$ cat src/rtl/core_pkg.sv
// Core-wide widths and the decode-facing instruction type shared by the front end.
package core_pkg;
  localparam int ARCH_LEN = 32;
  localparam int PHY_LEN  = 32;
  localparam int INST_LEN = 32;

  typedef struct packed {
    logic                valid;
    logic [INST_LEN-1:0] inst;
  } inst_fetched_t;
endpackage

$ cat src/rtl/fetch_buffer_stage_pkg.sv
// Types local to the fetch stage: queue entry, fetch FSM states and the default queue depth.
package fetch_buffer_stage_pkg;
  import core_pkg::*;

  localparam int FQ_DEPTH_DEFAULT = 4;

  typedef struct packed {
    logic [INST_LEN-1:0] inst;
    logic [ARCH_LEN-1:0] pc;
  } fetch_entry_t;

  typedef enum logic [1:0] {
    BOOT,
    RUN,
    MISS
  } fetch_state_e;
endpackage

$ cat src/rtl/fetch_buffer_stage_if.sv
// Fetch-to-icache bus: the fetch stage is the master, the icache answers as the slave.
interface fetch_buffer_stage_if;
  import core_pkg::*;

  logic [PHY_LEN-1:0]  ic_addr;
  logic                ic_req;
  logic [INST_LEN-1:0] ic_data;
  logic                ic_miss;

  modport master (output ic_addr, ic_req, input ic_data, ic_miss);
  modport slave  (input ic_addr, ic_req, output ic_data, ic_miss);
endinterface

$ cat src/rtl/fetch_fifo.sv
// Small circular queue with push/pop/flush; head is presented combinationally.
module fetch_fifo #(
  parameter int  DEPTH = 4,
  parameter type T     = logic [31:0]
) (
  input  logic                     clk,
  input  logic                     rst,
  input  logic                     push_i,
  input  T                         data_i,
  input  logic                     pop_i,
  input  logic                     flush_i,
  output T                         head_o,
  output logic                     full_o,
  output logic                     empty_o,
  output logic [$clog2(DEPTH):0]   count_o
);
  localparam int PW = $clog2(DEPTH);
  localparam int CW = PW + 1;

  logic [PW-1:0] wr_ptr_q, wr_ptr_d;
  logic [PW-1:0] rd_ptr_q, rd_ptr_d;
  logic [CW-1:0] count_q, count_d;
  T              mem_q [DEPTH];
  logic          push_ok, pop_ok;

  assign full_o  = (count_q == CW'(DEPTH));
  assign empty_o = (count_q == '0);
  assign push_ok = push_i && !full_o && !flush_i;
  assign pop_ok  = pop_i && !empty_o && !flush_i;

  always_comb begin
    // NOTE: every always_comb output gets a default first so no path leaves it unassigned (no latch).
    wr_ptr_d = wr_ptr_q;
    rd_ptr_d = rd_ptr_q;
    count_d  = count_q;
    if (flush_i) begin
      wr_ptr_d = '0;
      rd_ptr_d = '0;
      count_d  = '0;
    end else begin
      if (push_ok) wr_ptr_d = wr_ptr_q + PW'(1);
      if (pop_ok)  rd_ptr_d = rd_ptr_q + PW'(1);
      unique case ({push_ok, pop_ok})
        2'b10:   count_d = count_q + CW'(1);
        2'b01:   count_d = count_q - CW'(1);
        default: count_d = count_q;
      endcase
    end
  end

  always_ff @(posedge clk) begin
    // NOTE: state registers use non-blocking assignments so all flops update from pre-edge values.
    if (rst) begin
      wr_ptr_q <= '0;
      rd_ptr_q <= '0;
      count_q  <= '0;
    end else begin
      wr_ptr_q <= wr_ptr_d;
      rd_ptr_q <= rd_ptr_d;
      count_q  <= count_d;
    end
  end

  // NOTE: storage is deliberately not reset; count/pointers alone decide which slots are live.
  always_ff @(posedge clk) begin
    if (push_ok) mem_q[wr_ptr_q] <= data_i;
  end

  assign head_o  = mem_q[rd_ptr_q];
  assign count_o = count_q;
endmodule

$ cat src/rtl/fetch_buffer_stage.sv
// Fetch stage: PC/FSM driving the icache and a fetch queue feeding decode; br_tk redirects and flushes.
module fetch_buffer_stage
  import core_pkg::*;
  import fetch_buffer_stage_pkg::*;
#(
  parameter int                  FQ_DEPTH = FQ_DEPTH_DEFAULT,
  parameter logic [ARCH_LEN-1:0] BOOT_PC  = 32'h0000_0000
) (
  input  logic                      clk,
  input  logic                      rst,
  fetch_buffer_stage_if.master      ic,
  input  logic                      stall_in,
  input  logic                      br_tk,
  input  logic [ARCH_LEN-1:0]       pc_br_tk,
  output inst_fetched_t             inst_out,
  output logic [ARCH_LEN-1:0]       pc_out,
  output logic [ARCH_LEN-1:0]       npc_out,
  output logic [$clog2(FQ_DEPTH):0] fq_count
);
  fetch_state_e        state_q, state_d;
  logic [ARCH_LEN-1:0] pc_q, pc_d;
  fetch_entry_t        fq_head, fq_new;
  logic                fq_full, fq_empty;
  logic                fetch_req, enq, head_valid, deq;

  // A full queue never fetches, even when decode drains it this cycle.
  assign fetch_req  = !rst && (state_q != BOOT) && !fq_full && !br_tk;
  assign enq        = fetch_req && !ic.ic_miss;
  assign head_valid = !rst && !fq_empty && !br_tk;
  assign deq        = head_valid && !stall_in;

  assign fq_new.inst = ic.ic_data;
  assign fq_new.pc   = pc_q;

  fetch_fifo #(
    .DEPTH (FQ_DEPTH),
    .T     (fetch_entry_t)
  ) u_fifo (
    .clk     (clk),
    .rst     (rst),
    .push_i  (enq),
    .data_i  (fq_new),
    .pop_i   (deq),
    .flush_i (br_tk),
    .head_o  (fq_head),
    .full_o  (fq_full),
    .empty_o (fq_empty),
    .count_o (fq_count)
  );

  always_comb begin
    state_d = state_q;
    pc_d    = pc_q;
    if (br_tk) begin
      state_d = RUN;
      pc_d    = pc_br_tk & ~ARCH_LEN'(3);
    end else begin
      if (enq) pc_d = pc_q + ARCH_LEN'(4);
      unique case (state_q)
        BOOT:    state_d = RUN;
        RUN:     if (fetch_req && ic.ic_miss) state_d = MISS;
        MISS:    if (!ic.ic_miss) state_d = RUN;
        default: state_d = BOOT;
      endcase
    end
  end

  always_ff @(posedge clk) begin
    if (rst) begin
      state_q <= BOOT;
      pc_q    <= BOOT_PC;
    end else begin
      state_q <= state_d;
      pc_q    <= pc_d;
    end
  end

  assign ic.ic_addr    = pc_q[PHY_LEN-1:0];
  assign ic.ic_req     = fetch_req;
  assign inst_out.valid = head_valid;
  assign inst_out.inst  = rst ? '0 : fq_head.inst;
  assign pc_out        = fq_head.pc;
  assign npc_out       = fq_head.pc + ARCH_LEN'(4);
endmodule

$ cat src/flat_wrapper.sv
// flat-port wrapper written by rule: the top's interface ports become plain ports
module fetch_buffer_stage_flat import core_pkg::*; import fetch_buffer_stage_pkg::*;
#(
  parameter int                  FQ_DEPTH = FQ_DEPTH_DEFAULT,
  parameter logic [ARCH_LEN-1:0] BOOT_PC  = 32'h0000_0000
)
  (clk, rst, stall_in, br_tk, pc_br_tk, inst_out, pc_out, npc_out, fq_count, ic_ic_addr, ic_ic_req, ic_ic_data, ic_ic_miss);
  fetch_buffer_stage_if ic_i ();
  input  logic clk;
  input  logic rst;
  input  logic stall_in;
  input  logic br_tk;
  input  logic [ARCH_LEN-1:0] pc_br_tk;
  output inst_fetched_t inst_out;
  output logic [ARCH_LEN-1:0] pc_out;
  output logic [ARCH_LEN-1:0] npc_out;
  output logic [$clog2(FQ_DEPTH):0] fq_count;
  output wire logic [$bits(ic_i.ic_addr)-1:0] ic_ic_addr;
  output wire logic [$bits(ic_i.ic_req)-1:0] ic_ic_req;
  input wire logic [$bits(ic_i.ic_data)-1:0] ic_ic_data;
  input wire logic [$bits(ic_i.ic_miss)-1:0] ic_ic_miss;
  assign ic_ic_addr = ic_i.ic_addr;
  assign ic_ic_req = ic_i.ic_req;
  assign ic_i.ic_data = ic_ic_data;
  assign ic_i.ic_miss = ic_ic_miss;
  fetch_buffer_stage #(.FQ_DEPTH(FQ_DEPTH), .BOOT_PC(BOOT_PC)) u_core (.clk(clk), .rst(rst), .ic(ic_i), .stall_in(stall_in), .br_tk(br_tk), .pc_br_tk(pc_br_tk), .inst_out(inst_out), .pc_out(pc_out), .npc_out(npc_out), .fq_count(fq_count));
endmodule
$ cat config.mk
export PLATFORM = sky130hd
export DESIGN_NAME = fetch_buffer_stage_flat
export DESIGN_NICKNAME = d
export VERILOG_FILES = /design/src/rtl/core_pkg.sv /design/src/rtl/fetch_buffer_stage_pkg.sv /design/src/rtl/fetch_buffer_stage_if.sv /design/src/rtl/fetch_fifo.sv /design/src/rtl/fetch_buffer_stage.sv /design/src/flat_wrapper.sv
export SDC_FILE = /design/constraint.sdc
export NUM_CORES = 1
export LEC_CHECK = 0
export CORE_MARGIN = 2
export CORE_UTILIZATION = 53
export CTS_CLUSTER_SIZE = 10
export DETAILED_ROUTE_END_ITERATION = 10
export PLACE_DENSITY = 0.87
export SLEW_MARGIN = 20
export SYNTH_ARGS = -nofsm -noshare
export SYNTH_HDL_FRONTEND = slang
export SYNTH_SLANG_ARGS = --single-unit
$ cat constraint.sdc
create_clock -name clk -period 4.2 [get_ports clk]
set_clock_uncertainty 0.15 [all_clocks]
set_input_delay 0.63 -clock clk [delete_from_list [all_inputs] [get_ports clk]]
set_output_delay 0.63 -clock clk [all_outputs]
set_load 0.01 [all_outputs]
==> results of run 1 <==
[kinds of logic (layout without fill, tap and decap cells)]
group / count (synthesis) / in the layout / synth area share (%)
compound gates: 69 / 69 / 3.44
xor+xnor: 38 / 38 / 2.72
fa+ha+maj: 8 / 8 / 0.881
buf+inv: 54 / 279 / 2.68
flops: 289 / 289 / 67.7
mux: 67 / 67 / 12.4
other cells: 1 / 6 / 0.0307
simple gates: 216 / 216 / 10.1
[metrics by stage]
| step | utilization [%] | instance area, sq um | power [mW] |
|---|---|---|---|
| floorplan | - | 12200 | 3.36 |
| global placement | 63.8 | 14400 | 3.55 |
| detailed placement | 63.8 | 14400 | 3.56 |
| CTS | 68.3 | 15500 | 6.10 |
| global route | 68.3 | 15500 | 6.23 |
| finish | 68.3 | 15500 | 6.09 |
[layer usage]
layer	wire (um)	part of all wire, %	up-vias	global-route usage, %
met5	0	0	-	0
met4	853	2.9	0	7.99
met3	2440	8.3	62	4.89
met2	14900	50	421	41.3
met1	11300	38	3770	32.1
li1	-	-	3329	-
[worst min path at each step]
stage                                      endpoint  slack [ps]  depth (start not counted)
final                     u_core.u_fifo.wr_ptr_q[1]         370                          2
after global routing      u_core.u_fifo.wr_ptr_q[1]         420                          2
after CTS                 u_core.u_fifo.wr_ptr_q[1]         370                          2
after detailed placement  u_core.u_fifo.wr_ptr_q[1]         360                          2
after global placement    u_core.u_fifo.wr_ptr_q[1]         330                          2
after floorplan           u_core.u_fifo.wr_ptr_q[1]         320                          2
[repair_timing]
action | CTS | global route
endpoints found under the setup margin | 13 | 0
setup buffers | 6 | 0
resized for setup | 5 | 0
[cell usage in the layout (no fill, tap or decap), drive strengths merged, types with 12 or more instances in the layout]
cell type      Yosys  final
o21ai             16     16
clkdlybuf4s50      0    192
nand2             49     49
dfxtp             41     41
a21oi             19     19
edfxtp           248    248
nand4             21     21
nor2b             33     33
inv               12     13
xor2              25     25
clkbuf            22     49
a31oi             16     16
nor2              40     40
xnor2             13     13
nor3              12     12
mux4              62     62
nand3             19     19
buf               20     24
[state kept, by name, summed over array words and instances, names as in the netlist, named ones only]
register and flops:
u_core.ic.ic_addr 30, u_core.u_fifo.rd_ptr_q 2, u_core.u_fifo.mem_q 248, u_core.u_fifo.wr_ptr_q 2, u_core.u_fifo.count_o 3, u_core.state_q 2
[power groups by stage]
stage	sequential, mW	clock [mW]	combinational, mW
final	3.21	2.57	0.308
after detailed placement	3.26	0	0.304
after floorplan	3.25	0	0.115
after global routing	3.21	2.70	0.328
after global placement	3.25	0	0.298
after CTS	3.20	2.59	0.308
[worst max-delay path: stages (launching register included)]
cell and delay (ps):
dfxtp_4 540, buf_4 310, buf_6 290, mux4_1 350, nand4_4 210, nor4_2 310, xor2_1 210, clkdlybuf4s50_1 590
[final cells by class]
type | count | area (sq um)
Clock inverter | 1 | 8.76
Tap cell | 285 | 357
Inverter | 12 | 45.0
Sequential cell | 289 | 8280
Fill cell | 1436 | 7170
Multi-Input combinational cell | 404 | 3650
Clock buffer | 49 | 928
Timing Repair Buffer | 217 | 2210
==> flow_metrics.tcl, run 1 <==
set metrics [dict create \
    status "completed" \
    drt-wirelength-per-cell_um 23.5 \
    cts_num_sinks 289 \
    finalCritPeriodShare_pct 97.8 \
    endpoint "npc_out[29]" \
    pwr-share-clk_pct 42.3 \
    drtAntennaViolNets 0 \
    drt_iter0_drc 713 \
    vias_per_cell 6.03 \
    synthTopCellsByCount "edfxtp_1 (248), nand2_1 (48), mux4_2 (42), dfxtp_1 (41), nor2_1 (40)" \
    finalSetupTns_ps 0 \
    syn_area_sq_mm 0.0122 \
    fin_nets 1035 \
    drive_above_1_share_pct 14.7 \
    critPathMaxFanout 23 \
    r2r_start "u_core.u_fifo.count_o[2]" \
    critPathKind "reg -> out" \
    path_clk_slew_ps 50 \
    synth_area_leader_cell "edfxtp_1" \
    overflow 0 \
    reg2reg_slack_ps 1360 \
    pin_count 202 \
    seq_area_frac_synth_pct 67.7 \
    dieWidth_um 156 \
    ys.flop_type "edfxtp_1" \
    rsz0062_at_grt "no" \
    gp_congestion 0.799 \
    pre_cts_ws_ps 407 \
    tightest_slew_ps 949 \
    cts_buffers 34 \
    worst_r2r_path_depth 7 \
    power_density_mw_per_mm2 393 \
    hold_violations 0 \
    cts_buffer_depth 3 \
    vias 7582 \
    arrival_ps 3330 \
    grt_pass1_wl_um 44600 \
    core-area_sq_mm 0.0226 \
    end_kind "output pin" \
    setup_ws_ps 91.9 \
    grt_pass1_vias 7719 \
    whs_ps 374 \
    dp_hpwl_um 17900 \
    start_util_pct 54.0 \
    ir_worst_vdd_v 0.000251 \
    r2r_end "u_core.ic.ic_addr[21]" \
    h-tree-depth 2 \
    cts_root_buf "clkbuf_16" \
    synthArstFlopShare_pct 0 \
    p_leak_nw 4.93 \
    hold_path.class "reg -> reg" \
    n_antenna_cell 0 \
    power_frac_seq_pct 52.7 \
    clk_latency_ps 500 \
    cap_violations 0 \
    pwr-share-comb_pct 5.1 \
    slew_viol_final 0 \
    dp.cells 1200 \
    setup_violations 0 \
    drc 0 \
    synthTopCellsByArea "edfxtp_1 (61%), mux4_2 (7.7%), dfxtp_1 (6.7%), mux4_1 (3.2%), xor2_1 (1.8%)" \
    swShare_pct 20.6 \
    power.net_switching_mw 1.26 \
    rows 55 \
    slew_headroom_pct 36.5 \
    synth-seq-cells 289 \
    p_int_mw 4.83 \
    period_minus_slack_ps 4110 \
    cts_hold_buf 0 \
    synth_most_common_cell "edfxtp_1" \
    die-area_sq_mm 0.0243 \
    instances_no_fill 1257 \
    ys.warnings.count 0 \
    synth_cells 742 \
    die_height_um 156 \
    antenna_found_initial 0 \
    fmax_mhz 243 \
    drt_wl_total_um 29500 \
    grt_max_degree 64 \
    firstDrtPassIters 5 \
    min_from "u_core.u_fifo.wr_ptr_q[1]" \
    synth_cell_types 59 \
    port-buffer-count 193 \
    track_usage_pct 24.4 \
    synth_top_area_share_pct 61.0 \
    cp.required_ps 3420 \
    cts_tree "done" \
    syn_to_final_growth_pct 26.6 \
    avgSynthCellArea_sq_um 16.5 \
    synth_edf_count 248 \
    startpoint_type "flip-flop" \
]
Note: power is estimated with default switching activity, not from simulation.
==> run 2: changes to the inputs <==
--- a/config.mk
+++ b/config.mk
@@ -9,6 +9,7 @@
 export CORE_UTILIZATION = 53
 export CTS_CLUSTER_SIZE = 10
 export DETAILED_ROUTE_END_ITERATION = 10
+export HOLD_SLACK_MARGIN = 0.05
 export PLACE_DENSITY = 0.87
 export SLEW_MARGIN = 20
 export SYNTH_ARGS = -nofsm -noshare
==> results of run 2 <==
Final layout, timing and power as in run 1 (identical DEF).
==> variant (settings of run 1) <==
Re-encode `fetch_state_e` (3 states) as one-hot, 3 bits wide.
--- a/src/rtl/fetch_buffer_stage_pkg.sv
+++ b/src/rtl/fetch_buffer_stage_pkg.sv
@@ -11,6 +11,6 @@
 
-  typedef enum logic [1:0] {
-    BOOT,
-    RUN,
-    MISS
+  typedef enum logic [2:0] {
+    BOOT = 3'b001,
+    RUN  = 3'b010,
+    MISS = 3'b100
   } fetch_state_e;
Behaviour: no difference found for any inputs over 4 cycles, from zero or initial values and one cycle with rst high; so few cycles prove little.
==> variant against run 1 <==
- setup slack gained 0.0057 ns
- area after synthesis shrank 0.78%
- design area grew 0.33%
- sequential cell count grew 1
- global-route usage shrank 1.4 points
- routed wire length shrank 6.2%
- total power grew 1.1%
- count of clock-buffer cells in the layout is the same
- sequential power is essentially flat
- critical path type unchanged
- largest cell class unchanged
- largest power group unchanged
==> variant: results (changes against run 1) <==
* Routed wire length per instance at 21.68 um (was 23.47 um)
* CP arrival at 3.32 ns (was 3.33 ns)
* Layout fillers at 1487 (was 1436)
* Number of buffers inserted during clock tree synthesis at 35 (was 34)
* Largest net degree at the start of global routing at 63 (was 64)
* Static Leakage at 5.047 nW (was 4.926 nW)
* Global-route wire length before repair at 42350 um (was 44600 um)
* HPWL after DPL at 17820 um (was 17890 um)
* Most frequent cells after synthesis: edfxtp_1 (248), mux4_2 (62), and2_1 (47) (was edfxtp_1 (248), nand2_1 (48), mux4_2 (42))
* Number of DRC violations after detailed-routing iteration 0 at 545 (was 713)
* Run status: finished clean (unchanged)
* Hold slack at 0.3457 ns (was 0.3740 ns)
* Number of cells produced by synthesis at 755 (was 742)
* Routability-driven placement congestion ratio at 0.8529 (was 0.7988)
* DR vias at 7615 (was 7582)
* Seq/Total Area, Yosys at 68.37% (was 67.68%)
* NumNets Final at 1053 (was 1035)
* Cells after DPL at 1217 (was 1200)
* Startpoint of the worst register-to-register path: u_core.state_q[0] (was u_core.u_fifo.count_o[2])
* Worst-case vdd ir drop at 0.2140 mV (was 0.2512 mV)
* Count of cells along the worst register-to-register path at 6 (was 7)
* Net switching component of the power at 1.277 mW (was 1.256 mW)
* Slew of the pin with the lowest slew margin at 1.036 ns (was 0.9486 ns)
* Post-placement worst setup slack at 0.3407 ns (was 0.4070 ns)
* Total cell area at the placement stage at 14470 um2 (was 14440 um2)
* Dominant cells by area after synthesis: edfxtp_1 (61%), mux4_2 (12%), dfxtp_1 (6.9%), and2_1 (2.4%), xnor2_1 (1.7%) (was edfxtp_1 (61%), mux4_2 (7.7%), dfxtp_1 (6.7%), mux4_1 (3.2%), xor2_1 (1.8%))
* Proportion of layout cells with a drive suffix above 1 at 14.72% (was 14.71%)
* Clock insertion delay at the later pin of the skew report at 0.52 ns (was 0.50 ns)
* Overall fraction of global-route tracks in use at 23.04% (was 24.43%)
* Endpoint of the worst register-to-register path: u_core.ic.ic_addr[9] (was u_core.ic.ic_addr[21])
* Vias in the first global route at 7518 (was 7719)
==> variant: changes by cell type in the layout (fill, tap and decap cells not counted), sizes merged, moves of 6 or more <==
cell,run 1,this run
xor2,25,15
a21oi,19,26
nor2b,33,1
inv,13,19
nand2,49,36
xnor2,13,24
and2,7,47
buf,24,30
==> variant: what timing repair did <==
item                                    CTS  global route
endpoints found under the hold margin     0             0
gates resized for setup                   3             4
endpoints found under the setup margin   13            14
setup buffers                             1             6
pin swaps                                 1             0
==> variant: worst max path at each step <==
stage               start                    endpoint  slack (ns)
floorplan             rst  u_core.u_fifo.mem_q[1][10]        0.26
global placement     flop                 npc_out[30]        0.44
detailed placement   flop                 npc_out[30]        0.34
CTS                  flop                 npc_out[31]      0.0006
global route         flop                 npc_out[31]    -0.00006
finish               flop                 npc_out[31]         0.1
==> variant: kinds of logic (layout without fill, tap and decap cells) <==
logic type / after synthesis / count (layout) / synth area share, %
adders and majority gates: 8 / 8 / 0.8877
DFF: 290 / 290 / 68.37
buffers and inverters: 59 / 291 / 2.281
xor gates and xnor gates: 39 / 39 / 2.818
and+or+nand+nor: 216 / 216 / 9.899
other: 1 / 6 / 0.03094
AOI/OAI and AO/OA: 75 / 75 / 3.768
muxes: 67 / 67 / 11.94
==> variant: layout make-up <==
class | instances | area share (%)
clock buffers | 49 | 5.982
clock inverters | 4 | 0.2257
inverters | 15 | 0.3628
multi-input cells | 411 | 23.15
flip-flops and latches | 290 | 53.45
well taps | 285 | 2.298
repair buffers | 223 | 14.54
==> variant: critical path: cells and delay by family, from the launching register on <==
family        cells  cell delay (ns)
flops             1             0.38
buf+inv           2             0.73
xor+xnor          1             0.16
simple gates      3             1.14
mux               1             0.39
==> variant: power groups by stage <==
stage / combinational (mW) / clock, mW / sequential, mW
after global placement: 0.328 / 0 / 3.27
final: 0.337 / 2.60 / 3.22
after CTS: 0.337 / 2.64 / 3.22
after detailed placement: 0.334 / 0 / 3.28
after global routing: 0.360 / 2.76 / 3.23
after floorplan: 0.130 / 0 / 3.27
==> variant: routing by layer <==
metal | vias up | global-route usage, % | wire (um)
met5 | - | 0 | 0
met4 | 0 | 8.694 | 810
met3 | 57 | 3.816 | 2142
met2 | 369 | 37.33 | 13490
met1 | 3805 | 31.93 | 11240
li1 | 3384 | - | -
